**config.mk**
```make
export PLATFORM = sky130hd
export DESIGN_NAME = sram_access_arbiter
export DESIGN_NICKNAME = d
export VERILOG_FILES = /design/src/rtl/sram_arb_pkg.sv /design/src/rtl/sram_op_pipe.sv /design/src/rtl/sram_access_arbiter.sv
export SDC_FILE = /design/constraint.sdc
export NUM_CORES = 1
export LEC_CHECK = 0
export ABC_AREA = 1
export CAP_MARGIN = 25
export CORE_AREA = 2 2 217 219
export DETAILED_ROUTE_END_ITERATION = 8
export DIE_AREA = 0 0 219 221
export GPL_ROUTABILITY_DRIVEN = 0
export PLACE_DENSITY = 0.62
export SYNTH_ARGS = -nofsm -noshare
export SYNTH_HDL_FRONTEND = slang
export SYNTH_HIERARCHICAL = 1
export SYNTH_SLANG_ARGS = --single-unit
```
**constraint.sdc**
```tcl
create_clock -name clk -period 1.82 [get_ports clk]
set_input_delay 0.364 -clock clk [delete_from_list [all_inputs] [get_ports clk]]
set_output_delay 0.364 -clock clk [all_outputs]
set_load 0.05 [all_outputs]
```
**src/rtl/sram_arb_pkg.sv**
```systemverilog
// Shared types for the SRAM access arbiter: default geometry, op codes and the
// pipeline stage record carried from issue to write commit.
package sram_arb_pkg;

  localparam int unsigned SRAM_ADDR_W = 11;
  localparam int unsigned SRAM_DATA_W = 128;

  typedef enum logic [1:0] {
    OP_IDLE = 2'd0,
    OP_RD   = 2'd1,
    OP_WR   = 2'd2
  } op_e;

  typedef struct packed {
    op_e                    op;
    logic [SRAM_ADDR_W-1:0] addr;
    logic [SRAM_DATA_W-1:0] data;
  } stage_t;

endpackage

```
**src/rtl/sram_op_pipe.sv**
```systemverilog
// Two-stage op/addr/data shift register aligning write data with the macro's
// WEN/D sampling edge. Both stages clear asynchronously, dropping in-flight ops.
module sram_op_pipe
  import sram_arb_pkg::*;
(
  input  logic   clk,
  input  logic   reset_n,
  input  stage_t issue_i,
  output stage_t s1_o,
  output stage_t s2_o
);

  stage_t s1_q, s2_q;

  always_ff @(posedge clk or negedge reset_n) begin
    if (!reset_n) begin
      s1_q <= '0;
      s2_q <= '0;
    end else begin
      s1_q <= issue_i;
      s2_q <= s1_q;
    end
  end

  assign s1_o = s1_q;
  assign s2_o = s2_q;

endmodule

```
**src/rtl/sram_access_arbiter.sv**
```systemverilog
// Shares one single-port SRAM between a write and a read requester, one access
// per cycle, with read-after-write protection (stall, or forward with SRAM_ARB_FWD_EN).
module sram_access_arbiter
  import sram_arb_pkg::*;
#(
  parameter int unsigned ADDR_W = SRAM_ADDR_W,
  parameter int unsigned DATA_W = SRAM_DATA_W
) (
  input  logic              clk,
  input  logic              reset_n,
  input  logic              wr_req,
  input  logic [ADDR_W-1:0] wr_addr,
  input  logic [DATA_W-1:0] wr_data,
  output logic              wr_gnt,
  input  logic              rd_req,
  input  logic [ADDR_W-1:0] rd_addr,
  output logic              rd_gnt,
  output logic              rd_valid,
  output logic [DATA_W-1:0] rd_data,
  output logic              sram_cen,
  output logic              sram_wen,
  output logic              sram_ren,
  output logic [ADDR_W-1:0] sram_a,
  output logic [DATA_W-1:0] sram_d,
  input  logic [DATA_W-1:0] sram_q
);

  // Handshake: a requester holds req and its address/data stable; the access
  // happens in the cycle where req && gnt, and gnt is combinational in that cycle.

  stage_t            issue, s1, s2;
  logic              rr_last_wr_q, rr_last_wr_d;
  logic [ADDR_W-1:0] a_hold_q;
  logic              rd_valid_q;
  logic              raw_hit, rd_elig, wr_win, rd_win;

  // A write sitting in S1 has not committed when a read issued now samples the array.
  assign raw_hit = rd_req && (s1.op == OP_WR) && (s1.addr == rd_addr);

`ifdef SRAM_ARB_FWD_EN
  logic fwd_q;
  assign rd_elig = rd_req;
`else
  assign rd_elig = rd_req && !raw_hit;
`endif

  always_comb begin
    wr_win       = 1'b0;
    rd_win       = 1'b0;
    issue        = '0;
    rr_last_wr_d = rr_last_wr_q;
    if (reset_n) begin
      if (wr_req && rd_elig) begin
        if (rr_last_wr_q) rd_win = 1'b1;
        else              wr_win = 1'b1;
      end else if (wr_req) begin
        wr_win = 1'b1;
      end else if (rd_elig) begin
        rd_win = 1'b1;
      end
    end
    if (wr_win) begin
      issue.op     = OP_WR;
      issue.addr   = wr_addr;
      issue.data   = wr_data;
      rr_last_wr_d = 1'b1;
    end else if (rd_win) begin
      issue.op     = OP_RD;
      issue.addr   = rd_addr;
      rr_last_wr_d = 1'b0;
    end
  end

  sram_op_pipe u_pipe (
    .clk     (clk),
    .reset_n (reset_n),
    .issue_i (issue),
    .s1_o    (s1),
    .s2_o    (s2)
  );

  always_ff @(posedge clk or negedge reset_n) begin
    if (!reset_n) begin
      rr_last_wr_q <= 1'b0;
      a_hold_q     <= '0;
      rd_valid_q   <= 1'b0;
    end else begin
      rr_last_wr_q <= rr_last_wr_d;
      rd_valid_q   <= rd_win;
      if (wr_win || rd_win) a_hold_q <= issue.addr;
    end
  end

`ifdef SRAM_ARB_FWD_EN
  always_ff @(posedge clk or negedge reset_n) begin
    if (!reset_n) fwd_q <= 1'b0;
    else          fwd_q <= rd_win && raw_hit;
  end
  // The forwarded write has moved into S2 by the time its read returns.
  assign rd_data = !rd_valid_q ? '0 : (fwd_q ? s2.data : sram_q);
`else
  assign rd_data = rd_valid_q ? sram_q : '0;
`endif

  assign wr_gnt   = wr_win;
  assign rd_gnt   = rd_win;
  assign rd_valid = rd_valid_q;
  assign sram_cen = !(wr_win || rd_win);
  assign sram_ren = rd_win;
  assign sram_a   = (wr_win || rd_win) ? issue.addr : a_hold_q;
  assign sram_wen = (s2.op == OP_WR);
  assign sram_d   = s2.data;

endmodule

```
* After elaboration in Yosys (flattened, before gate mapping) *
Cells that the tools add are included.

word-level totals
  register bits after elaboration = 284
  output and inout bits = 273
  word-level logic and storage cells = 35

cells by class
  eq/ne operators = 3
  muxes and demuxes = 16
  reduce and logical (&&, ||, !) cells = 8

operators by type and width
  kind                count
  $mux 128            2
  $mux 13             1
  $mux 12             1
  $eq 11x11->1        1
  $mux 1              11
  $mux 11             1
  $eq 2x2->1 const B  2
  $logic_and 1x1->1   4
  $logic_not 1->1     2
  $reduce_bool 2->1   1
  $logic_or 1x1->1    1

* Depth between registers and ports, before layout *
  depth in word-level cells = 12
  gate-level depth with buffers = 12
  mapped depth without buffers = 10

* Modules after synthesis *
The synthesis kept the hierarchy.

by module, submodules not included
  module               instances  cells each  area each (µm²)  sequential area each (µm²)
  sram_op_pipe         1          282         7,056.8          7,056.8
  sram_access_arbiter  1          696         3,369.5          325.3

* Worst setup path after synthesis *
OpenSTA, ideal clock, no wires.

  path type = register to output
  start = register rd_valid_q (netlist: rd_valid)
  end = output rd_data[107]
  arrival time = 1.608 ns
  required time = 1.456 ns
  slack = -0.152 ns
  stages on the path, launching flop included = 5
  path buffers = 2
  cell sequence = dfrtp_1 > clkbuf_1 > clkbuf_1 > nand2_1 > inv_1

between the ends
  word-level cells in the longest chain between the ends = 1

ends and longest elaborated chain
  item                    RTL line                    RTL
  from (decl)             sram_access_arbiter.sv:34   logic rd_valid_q;
  from (signal assigned)  sram_access_arbiter.sv:89   rd_valid_q <= rd_win;
  $mux 128                sram_access_arbiter.sv:102  assign rd_data = rd_valid_q ? sram_q : '0;
  to (decl)               sram_access_arbiter.sv:19   output logic [DATA_W-1:0] rd_data,

Every way passes these cells.

* Worst setup path after layout *
  start = register u_pipe.s1_q, in the netlist u_pipe/s1_o[137]
  end = output sram_a[8]

between the ends
  word-level cells in the longest chain between the ends = 11
  elaborated cells between the ends (all ways) = 15

ends and longest elaborated chain
  item                    RTL line                   RTL
  from (decl)             sram_op_pipe.sv:13         stage_t s1_q, s2_q;
  from (signal assigned)  sram_op_pipe.sv:20         s1_q <= issue_i;
  $eq 11x11->1 (*)        sram_access_arbiter.sv:38  assign raw_hit = rd_req && (s1.op == OP_WR) && (s1.addr == rd_addr);
  $logic_and 1x1->1 (*)   sram_access_arbiter.sv:38
  $logic_not 1->1 (*)     sram_access_arbiter.sv:44  assign rd_elig = rd_req && !raw_hit;
  $logic_and 1x1->1 (*)   sram_access_arbiter.sv:44
  $mux 1                  sram_access_arbiter.sv:58  end else if (rd_elig) begin
  $mux 1                  sram_access_arbiter.sv:56  end else if (wr_req) begin
  $mux 1                  sram_access_arbiter.sv:53  if (wr_req && rd_elig) begin
  $mux 1                  sram_access_arbiter.sv:52  if (reset_n) begin
  $mux 12                 sram_access_arbiter.sv:67  end else if (rd_win) begin
  $mux 13                 sram_access_arbiter.sv:62  if (wr_win) begin
  $mux 11 (*)             n/a
  to (decl)               sram_access_arbiter.sv:23  output logic [ADDR_W-1:0] sram_a,

Mark *: on every way between the ends. The rest lies on a longest branch, timed or not.

==> flow_summary.yaml <==
power:
  leakagePower_nw: 10.55
  p_clk_frac: 0.363
  p_int_mw: 12.55
  vdd_ir_drop_max_mv: 0.6149
  power_density_nw_per_um2: 816.5
  power.switching_mw: 5.013
  swShare: 0.2855
  combPwrFrac: 0.253
  seq_power_share: 0.384
cells_and_area:
  area_growth_pct: 111.9
  drive_above_1_share: 0.4861
  nets: 1878
  final_area_sq_um: 21510
  mostFrequentLayoutCells: "dfrtp_1 (283), clkdlybuf4s50_1 (280), buf_12 (179)"
  final_common_cell: "dfrtp_1"
sta:
  tightestPinTransition_ns: 0.6085
  rsz0062_at_grt: "yes"
  whs_ns: 0.3278
  clock_skew_ns: 0.01704
  fin_crit_sh: 1.347
  max_freq_mhz: 407.8
  hold_violations: 0
  setup_violations: 144
  final.min_clock_period_ns: 2.452
  relSlewSlack: 0.5943
  setup_tns_ns: -56.48
  worst_slack_ns: -0.6320
  slew_viol_final: 0
hold_path:
  hold_start: "wr_data[124]"
  hold_path.class: "in -> reg"
  hold_depth: 3
setup_path:
  start_kind: "flip-flop"
  arrival_ns: 2.09
  cp_num_buf_inv: 2
  ff2ff_path_depth: 13
  cp_slowest_cell: "dfrtp_1"
  critical_path.max_stage_delay_ns: 0.39
  cp-startpoint: "u_pipe/s1_o[137]"
  worst-setup-path-type: "reg -> out"
  critPathRequiredTime_ns: 1.46
  rrSetupSlack_ns: 0.02
  reg2reg_from: "u_pipe/s1_o[130]"
  worstPathCellList: "xnor2_1 -> nand2_1 -> nor2_4 -> nand3_4 -> nand3_4 -> buf_12 -> nand3_2 -> nand3_2 -> buf_12"
  cp_max_fo: 8
  endpoint_kind: "output pin"
  path_delay_family: "simple AND/OR/NAND/NOR gates"
  cp.depth: 9
routing:
  vias_per_cell: 3.866
  ant_nets: 0
  firstDrtPassIters: 4
  drc: 0
  routed_wl_um: 41310
  dr.first_iter.drc_count: 519
  wl_per_cell_um: 18.53
  num_vias: 8618
run:
  drv_cap: 0
placed_design:
  port_buffers: 554
  pre_cts_ws_ns: -0.6000
  place_area_sq_um: 18410
  dpl.hpwl_um: 30920
cts:
  clk_path_buf_depth: 3
  cts_buffers: 30
  cts_root_buf: "clkbuf_16"
  clk_pin_slew_ns: 0.06
  htreeDepth: 1
  cts_tree: "done"
  clock_latency_ns: 0.55
  cts_sinks: 284
global_route:
  grt_max_degree: 119
  grt_pass1_wl_um: 59320
  grt_pass1_vias: 9189
  grt_remaining_overflow: 0
  globalRouteTotalUtil: 0.1650
  antenna_found_initial: 17
status:
  run_status: "complete, but fails checks"
  violations: "negative setup slack"
synthesis:
  synth_warnings: 6
  synthesis.nets: 1249
  syn_area_per_cell_sq_um: 10.50
  synth_cells: 967
  syn-cell-area_sq_um: 10150
floorplanning:
  core_region_area_sq_um: 46060
  initial_core_util: 0.2204
  ios: 555
  die_x_um: 219
  die_h_um: 221
  die_area_sq_um: 48400
  num_rows: 79
-- cell type report --
type,count,area (sq um)
Fill cell,4085,24550
Timing Repair Buffer,633,7916
Sequential cell,284,7111
Multi-Input combinational cell,361,3117
Inverter,286,1536
Clock buffer,42,887.1
Tap cell,607,759.5
Clock inverter,11,167.7
Antenna cell,5,12.51
-- state kept, by name, summed over array words and instances (netlist names) --
| signal | count |
|---|---|
| u_pipe/s1_o | 141 |
| u_pipe/s2_o | 130 |
| a_hold_q | 11 |
| rd_valid | 1 |
| rr_last_wr_q | 1 |
-- through the flow --
step           power [mW]    util  instances
2_1_floorplan       8.534       -        967
5_1_grt             18.26  0.4668       2226
3_3_place_gp        10.62  0.3996       2136
3_5_place_dp        10.65  0.3996       2136
6_report            17.56  0.4669       2229
4_1_cts             17.64  0.4584       2219
-- path summary, 6_finish.rpt --
kind / to
setup reg to reg: u_pipe/s1_o[80]
setup / recovery: sram_a[8]
hold / removal: u_pipe/s1_o[124]
min in group asynchronous: u_pipe/s2_o[65]
hold reg to reg: u_pipe/s2_o[116]
max in group asynchronous: u_pipe/s2_o[83]
-- worst min-delay path: stages --
cell	delay [ns]
clkdlybuf4s50_1	0.40
inv_1	0.05
nor2_1	0.03
-- timing repair --
item                       in CTS  in global routing
setup endpoints to repair     160                251
hold endpoints to repair       40                 18
hold buffers                    1                  1
gates resized for setup       326                 88
cloned                         12                  2
pin swaps                       3                  7
setup buffers                  17                 10
-- power groups by stage --
stage | clock, mW | combinational (mW) | sequential (mW)
final | 6.38 | 4.44 | 6.74
after global routing | 6.86 | 4.64 | 6.76
after CTS | 6.56 | 4.35 | 6.73
after detailed placement | 0 | 3.80 | 6.85
after global placement | 0 | 3.78 | 6.84
after floorplan | 0 | 1.28 | 7.26
-- routing by layer --
layer  global-route usage  up-vias  part of all wire
met5                    0        -            0.0033
met4              0.04730       22             0.029
met3              0.05924       81             0.089
met2               0.2793      370              0.49
met1               0.1960     4185              0.38
li1                     -     3960                 -
(Power assumes the default switching activity.)
